$ cat config.mk
export PLATFORM = sky130hd
export DESIGN_NAME = wb_stage
export DESIGN_NICKNAME = d
export VERILOG_FILES = /design/src/rtl/wb_stage.sv
export SDC_FILE = /design/constraint.sdc
export NUM_CORES = 1
export LEC_CHECK = 0
export ABC_CLOCK_PERIOD_IN_PS = 2330
export CAP_MARGIN = 30
export CORE_MARGIN = 5
export CORE_UTILIZATION = 40
export CTS_BUF_LIST = sky130_fd_sc_hd__clkbuf_4
export DETAILED_ROUTE_END_ITERATION = 6
export GPL_TIMING_DRIVEN = 0
export MAX_ROUTING_LAYER = met4
export PLACE_DENSITY = 0.81
export SLEW_MARGIN = 30
export SYNTH_ARGS = -nofsm -noshare
export SYNTH_HDL_FRONTEND = slang
export SYNTH_SLANG_ARGS = --single-unit
export TNS_END_PERCENT = 30
$ cat constraint.sdc
create_clock -name i_clk -period 2.33 [get_ports i_clk]
set_input_delay 0.466 -clock i_clk [delete_from_list [all_inputs] [get_ports i_clk]]
set_output_delay 0.466 -clock i_clk [all_outputs]
set_load 0.005 [all_outputs]
$ cat src/rtl/wb_stage.sv
// wb_stage: MEM/WB pipeline register plus write-back mux and load extension.
//
// Ports
//   i_clk, i_rst       rising-edge clock, synchronous active-high reset
//   i_valid            MEM/WB entry valid
//   i_stall, i_flush   force a bubble into the stage register
//   i_rd_we, i_rd_addr destination write enable / index
//   i_wb_sel           00 ALU, 01 load, 10 PC+4, 11 reserved (data 0)
//   i_alu_result       ALU result, or effective address for loads
//   i_ld_data          raw aligned memory word
//   i_ld_funct3        load funct3 (LB/LH/LW/LBU/LHU)
//   i_pc               instruction PC
//   o_rd_wren/addr/data register-file write port
//   o_retire           one pulse per retired instruction
//   o_instret          retired-instruction count
//
// Build option: define WB_INSTRET_EN to include the retire counter;
// otherwise o_instret is tied to 0.
module wb_stage (
  input  logic        i_clk,
  input  logic        i_rst,
  input  logic        i_valid,
  input  logic        i_stall,
  input  logic        i_flush,
  input  logic        i_rd_we,
  input  logic [4:0]  i_rd_addr,
  input  logic [1:0]  i_wb_sel,
  input  logic [31:0] i_alu_result,
  input  logic [31:0] i_ld_data,
  input  logic [2:0]  i_ld_funct3,
  input  logic [31:0] i_pc,
  output logic        o_rd_wren,
  output logic [4:0]  o_rd_addr,
  output logic [31:0] o_rd_data,
  output logic        o_retire,
  output logic [31:0] o_instret
);

  logic        valid_q;
  logic        valid_d;
  logic        rd_we_q;
  logic [4:0]  rd_addr_q;
  logic [1:0]  wb_sel_q;
  logic [31:0] alu_q;
  logic [31:0] ld_data_q;
  logic [2:0]  funct3_q;
  logic [31:0] pc_q;

  logic [7:0]  ld_byte;
  logic [15:0] ld_half;
  logic [31:0] ld_ext;
  logic [31:0] rd_data;

  assign valid_d = i_valid & ~i_stall & ~i_flush;

  always_ff @(posedge i_clk) begin
    if (i_rst) begin
      valid_q   <= 1'b0;
      rd_we_q   <= 1'b0;
      rd_addr_q <= '0;
      wb_sel_q  <= '0;
      alu_q     <= '0;
      ld_data_q <= '0;
      funct3_q  <= '0;
      pc_q      <= '0;
    end else begin
      valid_q   <= valid_d;
      rd_we_q   <= i_rd_we;
      rd_addr_q <= i_rd_addr;
      wb_sel_q  <= i_wb_sel;
      alu_q     <= i_alu_result;
      ld_data_q <= i_ld_data;
      funct3_q  <= i_ld_funct3;
      pc_q      <= i_pc;
    end
  end

  // Load lane select: byte by full offset, halfword by offset bit 1 only.
  always_comb begin
    ld_byte = 8'h00;
    case (alu_q[1:0])
      2'b00: ld_byte = ld_data_q[7:0];
      2'b01: ld_byte = ld_data_q[15:8];
      2'b10: ld_byte = ld_data_q[23:16];
      2'b11: ld_byte = ld_data_q[31:24];
      default: ld_byte = 8'h00;
    endcase
    ld_half = alu_q[1] ? ld_data_q[31:16] : ld_data_q[15:0];
  end

  // Unknown funct3 values fall through to a full-word load.
  always_comb begin
    ld_ext = ld_data_q;
    case (funct3_q)
      3'b000: ld_ext = {{24{ld_byte[7]}}, ld_byte};
      3'b100: ld_ext = {24'h0, ld_byte};
      3'b001: ld_ext = {{16{ld_half[15]}}, ld_half};
      3'b101: ld_ext = {16'h0, ld_half};
      default: ld_ext = ld_data_q;
    endcase
  end

  always_comb begin
    rd_data = 32'h0;
    case (wb_sel_q)
      2'b00: rd_data = alu_q;
      2'b01: rd_data = ld_ext;
      2'b10: rd_data = pc_q + 32'd4;
      default: rd_data = 32'h0;
    endcase
  end

  // Outputs are held at zero while reset is asserted so an entry captured
  // before reset can neither write nor retire during the reset cycle.
  assign o_rd_wren = ~i_rst & valid_q & rd_we_q & (rd_addr_q != 5'd0);
  assign o_rd_addr = i_rst ? 5'd0 : rd_addr_q;
  assign o_rd_data = i_rst ? 32'h0 : rd_data;
  assign o_retire  = ~i_rst & valid_q;

`ifdef WB_INSTRET_EN
  logic [31:0] instret_q;
  logic [31:0] instret_d;

  assign instret_d = instret_q + 32'd1;

  always_ff @(posedge i_clk) begin
    if (i_rst) begin
      instret_q <= '0;
    end else if (valid_q) begin
      instret_q <= instret_d;
    end
  end

  assign o_instret = i_rst ? 32'h0 : instret_q;
`else
  assign o_instret = 32'h0;
`endif

endmodule

# After elaboration in Yosys (flattened, before gate mapping)
# Cells that the tools add are included.
dict set report totals {
  inputBits 112
  ff_bits 108
}
dict set report classes {
  n_addsub 1
  n_eq_ne 8
  mux 6
  n_reduce_logical 4
  bitwise_logic 8
}
# cell n
set op_table {}
lappend op_table {{one-hot mux 32 bit (4 select lines)} 1}
lappend op_table {{one-hot mux 32 bit (3 select lines)} 1}
lappend op_table {{adder 32 x 3 -> 32 bit (second input constant)} 1}
lappend op_table {{two-way mux 32 bit} 1}
lappend op_table {{one-hot mux 8 bit (4 select lines)} 1}
lappend op_table {{two-way mux 16 bit} 1}
lappend op_table {{== test 2 bit (second input constant)} 3}
lappend op_table {{== test 3 bit (second input constant)} 2}
lappend op_table {{bitwise AND 1 bit} 5}
lappend op_table {{two-way mux 5 bit} 1}
lappend op_table {{nonzero test 5 bit} 1}
lappend op_table {{== test 2 x 1 -> 1 bit (second input constant)} 2}
lappend op_table {{zero test 2 bit} 2}
lappend op_table {{== test 3 x 1 -> 1 bit (second input constant)} 1}
lappend op_table {{zero test 3 bit} 1}
lappend op_table {{NOT 1 bit} 3}

# Depth between registers and ports, before layout
# Gate-level depths: netlist (run 1).
dict set report logic_depth {
  depth_word 5
  mapped_depth 7
  depth_no_buf 6
}

# Worst setup path before layout (run 1)
# OpenSTA, ideal clock, no wires.
dict set report synth_path {
  kind {reg-to-output}
  from {register pc_q[8]}
  to {output o_rd_data[30]}
  path_slack_ns -0.199
  stages_incl_launch_ff 7
  path_buffers 1
  arrival_time_ns 2.063
  required_ns 1.864
  path_cell_list {dfxtp_1 > nand3_4 > or3_1 > buf_6 > or4_4 > or4_1 > a31oi_1}
}
dict set report synth_via {
  elab_chain_len 3
}
# element line
set synth_lines {}
lappend synth_lines {{start, declared} 47} ;# logic [31:0] pc_q;
lappend synth_lines {{start signal, assigned} 74} ;# pc_q <= i_pc;
lappend synth_lines {{adder 32 x 3 -> 32 bit} 108} ;# 2'b10: rd_data = pc_q + 32'd4;
lappend synth_lines {{one-hot mux 32 bit (3 select lines)} 105} ;# case (wb_sel_q)
lappend synth_lines {{two-way mux 32 bit} 117} ;# assign o_rd_data = i_rst ? 32'h0 : rd_data;
lappend synth_lines {{end, declared} 34} ;# output logic [31:0] o_rd_data,
# No other way between the ends.

# Final worst setup path (run 1)
dict set report layout_path {
  from {register pc_q[13]}
  to {output o_rd_data[30]}
}
# Same word-level chain as after synthesis.

==> results by group, run 1 <==
Route
  • Initial DRT Pass Iterations: 5
  • Drt total wl: 17.6 mm
  • Vias per cell: approximately 5
  • DRC: 0
  • Detailed Route Iter0 Violations: around 330
  • ANT nets after route: 0
  • Via Count: 4,824
  • Per-cell routed wire length: between 15 and 20 um

Timing
  • Final Max Slew Viols: 0
  • RSZ-0062 raised after global routing: yes
  • Crit path time final: 3140 ps
  • Final Worst Setup Slack: -812 ps
  • Final Setup Violations: 32
  • Slew @ Worst Pin: 717 ps
  • Final Hold Viols: 0
  • Relative slew slack: 52.2%
  • Fmax: 318 MHz
  • Fin Hold WS: 510 ps
  • Final period util: 135%

Critical path
  • Worst Setup Path Type: reg2out
  • CP cell instances: nand3_2 > or3_4 > buf_6 > or4_4 > or4_4 > a31oi_4 > buf_2
  • Crit start category: flop
  • Crit-path slowest cell: or4_4
  • Cell family with most CP delay: simple AND/OR/NAND/NOR gates
  • Critical Path RT: approximately 1900 ps
  • Critical-path maximum fanout: 3
  • Crit path arrival time: approximately 2700 ps
  • Crit end category: output port
  • Crit path top cell by count: or4_4
  • CP bufs+invs: 2
  • CP peak stage delay: between 400 and 500 ps

Global routing
  • Overflow after GRT: 0
  • First-pass GRT wire length: between 20 and 30 mm
  • Vias in the first global route: 4,795
  • Largest net degree at the start of global routing: 19
  • GRT Util Overall: 24.0%
  • Initial antenna violation count: 0

Cells and area
  • Filler instances: 1,037
  • Register area: 0.00223 mm^2
  • Share of cells above drive strength 1: 28.7%
  • Antenna Cells: 0
  • Footprint of the multi-input gates: 0.00302 mm^2
  • Commonest non-fill, non-tap cell in the layout: clkdlybuf4s50_1
  • Final nets: approximately 900
  • Area Growth Syn to Fin: 57.1%
  • Commonest cells after routing, fill and taps aside: clkdlybuf4s50_1, nor2b_1, dfxtp_1

Clock tree
  • Clk slew on worst S/H paths: 160 ps
  • H-tree depth: 3
  • Root Driver: clkbuf_4
  • TritonCTS clock tree: built
  • Clock sinks: between 100 and 150
  • Bufs on Longest Clock Path: 2
  • Total CTS buffers: 9

Outcome
  • Failing checks: negative setup slack
  • Outcome: finished, violations left

Logic synthesis
  • Synthesized instance count: 575
  • Register area share after synthesis: 43.3%
  • #FFs+latches synth: 108
  • Post-Syn Area per Cell: 8.68 um^2
  • Count of flip-flops with a built-in enable after synthesis: 0
  • Ys Warns: 0
  • Top FF cell, synth: dfxtp_1
  • Synth unique cells: 49
  • Post-Syn Area: 0.00499 mm^2
  • Ys async rst share: 0%

Floorplanning
  • Die H: 122 um
  • Die Wd: 122 um
  • Core ar.: roughly 0.012 mm^2
  • Starting Density: 41.2%
  • Core Rows: 40
  • Top-Level Pins: 183
  • Die Footprint: around 0.015 mm^2

Placement
  • Port Buffers: 150
  • Routability cong.: 0.916
  • Detailed Place HPWL: around 13 mm

Min path
  • Hold Path Class: in2reg

Pwr
  • Maximum vdd drop: 0.330 mV
  • Cell leakage power: between 3 and 4 nW
  • Pwr Density: approximately 470 mW/mm^2
  • Pwr Total: 3.65 mW

Job
  • Number of max-cap violations: 0
-- cell usage after synthesis (all sizes together), types with 2 or more instances --
master,count,share of area [%]
a211o,4,0.70
mux2i,3,0.60
o22ai,2,0.25
buf,36,5.3
nand2b,4,0.50
nor3,20,2.0
o211ai,12,1.8
nand4,2,0.25
a22oi,3,0.45
or4,3,0.53
and3,2,0.25
clkbuf,32,2.4
nor4,9,1.1
nor3b,2,0.30
mux2,10,2.3
xor2,6,1.1
o21ai,36,3.6
dfxtp,108,43
nand3,17,2.0
nand2,27,2.0
nor2,24,1.8
o2bb2ai,2,0.35
a31oi,7,0.88
inv,13,0.98
a21oi,28,2.8
o32a,3,0.60
o21bai,4,0.60
xnor2,18,3.2
or3,2,0.25
o21a,2,0.30
nand3b,3,0.45
nor2b,115,14
o221ai,4,0.70
-- metrics by stage --
step                      TNS (ps)  cell area (um^2)  setup WS (ps)  std cells  util, %
final                       -15010              7850           -812        976     64.8
after global routing        -18460              7850           -916        976     64.8
after CTS                   -18300              7560           -928        960     62.5
after detailed placement    -44400              6830          -1330        924     56.4
after global placement      -41940              6830          -1320        924     56.4
after floorplan               -107              5110           -107        606        -
-- per-layer routing --
metal | track usage (%) | wire length, um | part of all wire [%]
met1 | 30.0 | 7480 | 42
met2 | 39.7 | 8720 | 50
met3 | 4.27 | 991 | 5.6
met4 | 7.56 | 421 | 2.4
met5 | - | 0 | 0
-- where the power goes --
group	internal [mW]	total, mW	switching [mW]
logic	0.447	0.780	0.333
clock network	0.225	0.847	0.623
registers	1.94	2.03	0.0819
total	2.62	3.65	1.04
-- final cells by class --
cell class	instances	share of cell area, %
Buffer	65	6.24
Inverter	13	0.622
Clock buffer	9	0.861
Timing Repair Buffer	189	22.1
Multi-Input combinational cell	417	38.4
Clock inverter	7	0.606
Tap cell	168	2.68
Sequential cell	108	28.4
-- final timing paths --
| path | startpoint | end | slack, ps | depth (start not counted) |
|---|---|---|---|---|
| setup / recovery | pc_q[13]$_SDFF_PP0_ | o_rd_data[30] | -810 | 7 |
| hold / removal | i_alu_result[30] | alu_q[30]$_SDFF_PP0_ | 510 | 2 |
-- cell families after synthesis --
group	count (synthesis)	share of synthesized area, %
XOR/XNOR	24	4.21
multiplexers	13	2.86
buffers and inverters	81	8.65
flip-flops	108	43.3
AO/OA/AOI/OAI	112	13.9
other	1	0.0751
adder cells (fa/ha/maj)	1	0.251
AND/OR/NAND/NOR	235	26.7
-- registers in the layout, indices dropped and copies added (netlist names) --
name	count
wb_sel_q	2
pc_q	32
valid_q	1
alu_q	32
funct3_q	3
rd_we_q	1
ld_data_q	32
rd_addr_q	5
-- what timing repair did --
action	4_1_cts	5_1_grt
gates resized for setup	204	63
endpoints found under the hold margin	0	0
cloned	1	0
setup endpoints to repair	39	32
hold buffers	0	0
pin swaps	33	19
buffers inserted	22	16
Note: power is estimated with default switching activity, not from simulation.
==> run 2, diff against run 1 <==
Settings changed: CORE_ASPECT_RATIO set to 0.75.
==> run 2 against run 1 <==
  * The run still ends with negative setup slack left
  * Cell count fell by 0.41%
  * Die area rose by 0.16%
  * Non-clock buffer count fell by 3
  * Power rose by 1.0%
  * Worst setup slack got worse by 36 ps
  * Fmax fell by 1.1%
  * Hold slack improved by 0.90 ps
  * Sequential share of layout area rose by 0.13 points
  * Flip-flop and latch count did not move
==> results by group, run 2 (synthesis gave the netlist of run 1 again) <==
Critical path
  • Crit start category: flop
  • Crit end category: output port
  • Cell family with most CP delay: simple AND/OR/NAND/NOR gates
  • Crit path arrival time: 2710 ps (+30 ps)
  • CP bufs+invs: 1 (-1)
  • Levels on crit path: 6 (-1)
  • Setup crit end: o_rd_data[30]
  • Crit path launch: pc_q[22]$_SDFF_PP0_
  • Critical Path RT: 1860 ps (about the same)
  • CP peak stage delay: 550 ps (+70 ps)
  • Critical-path maximum fanout: 5 (+2)
  • Crit path top cell by count: or4_4
  • Worst Setup Path Type: reg2out
  • CP cell instances: nand3_4 > or3_4 > or4_4 > or4_4 > a31oi_4 > buf_2
  • Crit-path slowest cell: or4_4

Clock tree
  • # hold bufs at CTS: 0 (unchanged)
  • H-tree depth: 3 (unchanged)
  • Clock sinks: 108 (unchanged)
  • Bufs on Longest Clock Path: 2 (unchanged)
  • TritonCTS clock tree: built
  • Clk slew on worst S/H paths: 170 ps (about the same)
  • Root Driver: clkbuf_4
  • Total CTS buffers: 9 (unchanged)

Timing
  • Post-route setup TNS: -14,030 ps (+980 ps)
  • Final Hold Viols: 0 (unchanged)
  • Fin Hold WS: 511 ps (+0.898 ps)
  • Final Setup Violations: 32 (unchanged)
  • RSZ-0062 raised after global routing: yes
  • Final Max Slew Viols: 0 (unchanged)
  • Crit path time final: 3180 ps (+35.6 ps)
  • Relative slew slack: 59.2% (+7.0 points)
  • Final period util: 136% (+1.5 points)
  • Fmax: 315 MHz (-1.1%)
  • Final Worst Setup Slack: -847 ps (-35.6 ps)
  • Slew @ Worst Pin: 612 ps (-104 ps)

Route
  • Per-cell routed wire length: 18.2 um (+1.1%)
  • Drt total wl: 17.7 mm (+0.71%)
  • DRC: 0 (unchanged)
  • Initial DRT Pass Iterations: 6 (+1)
  • ANT nets after route: 0 (unchanged)
  • Via Count: 5,013 (+3.9%)
  • Vias per cell: 5.16 (+4.3%)
  • Detailed Route Iter0 Violations: 594 (+79%)

Floorplanning
  • Die Wd: 139 um (+14%)
  • Die Footprint: 0.0148 mm^2 (+0.16%)
  • Core Rows: 35 (-13%)
  • Core ar.: 0.0123 mm^2 (+1.2%)
  • Starting Density: 40.7% (-0.50 points)
  • Die H: 107 um (-12%)
  • Top-Level Pins: 183 (unchanged)

Pwr
  • Pwr Density: 471 mW/mm^2 (+1.2%)
  • Maximum vdd drop: 0.289 mV (-13%)
  • Pwr Total: 3.69 mW (+1.0%)
  • Cell leakage power: 3.09 nW (-0.43%)

Global routing
  • GRT Util Overall: 23.0% (-1.1 points)
  • First-pass GRT wire length: 25.9 mm (-1.5%)
  • Largest net degree at the start of global routing: 19 (unchanged)
  • Vias in the first global route: 4,771 (-0.50%)
  • Initial antenna violation count: 0 (unchanged)
  • Overflow after GRT: 0 (unchanged)

Placement
  • Place WS: -1190 ps (+143 ps)
  • Detailed Place HPWL: 12.3 mm (-6.5%)
  • Port Buffers: 150 (unchanged)
  • Routability cong.: 0.958 (+4.6%)

Cells and area
  • Footprint of the multi-input gates: 0.00302 mm^2 (about the same)
  • Commonest non-fill, non-tap cell in the layout: nor2b_1
  • Final nets: 914 (-0.22%)
  • Share of cells above drive strength 1: 29.4% (+0.69 points)
  • Commonest cells after routing, fill and taps aside: nor2b_1, clkdlybuf4s50_1, dfxtp_1
  • Biggest regs: alu_q (32), ld_data_q (32), pc_q (32)
  • Register area: 0.00224 mm^2 (+0.34%)
  • Area Growth Syn to Fin: 56.9%
  • Filler instances: 1,006 (-3.0%)
  • Antenna Cells: 0 (unchanged)

Job
  • Number of max-cap violations: 0 (unchanged)

Min path
  • HP Start: i_ld_data[31]
  • Hold Path Class: in2reg

Outcome
  • Outcome: finished, violations left
  • Failing checks: negative setup slack
run 2: worst min path at each step:
stage	endpoint	slack, ps	depth (start not counted)
after floorplan	valid_q$_SDFF_PP0_	540	1
after global placement	valid_q$_SDFF_PP0_	1020	2
after detailed placement	valid_q$_SDFF_PP0_	1030	2
after CTS	wb_sel_q[1]$_SDFF_PP0_	500	2
after global routing	pc_q[22]$_SDFF_PP0_	480	2
final	ld_data_q[31]$_SDFF_PP0_	510	2
run 2: layout make-up:
cell class	instances	area share (%)
Buffer	63	6.20
Clock buffer	10	0.958
Clock inverter	6	0.591
Inverter	13	0.671
Multi-Input combinational cell	418	38.5
Sequential cell	108	28.6
Tap cell	166	2.65
Timing Repair Buffer	188	21.8
run 2: where the power goes:
| group | leakage, nW | internal (mW) | switching, mW |
|---|---|---|---|
| registers | 0.912 | 1.94 | 0.0867 |
| clock network | 0.0638 | 0.242 | 0.642 |
| logic | 2.12 | 0.444 | 0.336 |
run 2: per-layer routing:
metal	vias to the layer above	global-route usage [%]	wire, um
met5	-	-	0
met4	0	5.73	488
met3	55	6.60	1920
met2	320	35.2	7980
met1	2284	30.1	7350
li1	2354	-	-
run 2: stage by stage:
step / instance area, um^2 / util [%] / instances
finish: 7840 / 63.9 / 972
detailed placement: 6820 / 55.6 / 922
global placement: 6820 / 55.6 / 922
CTS: 7510 / 61.3 / 956
floorplan: 5110 / - / 606
global route: 7840 / 63.9 / 972
run 2: repair_timing:
item / in CTS / in global routing
resized for setup: 215 / 87
setup buffers: 22 / 16
pin swaps: 32 / 25
gates cloned: 1 / 0
endpoints found under the setup margin: 39 / 35
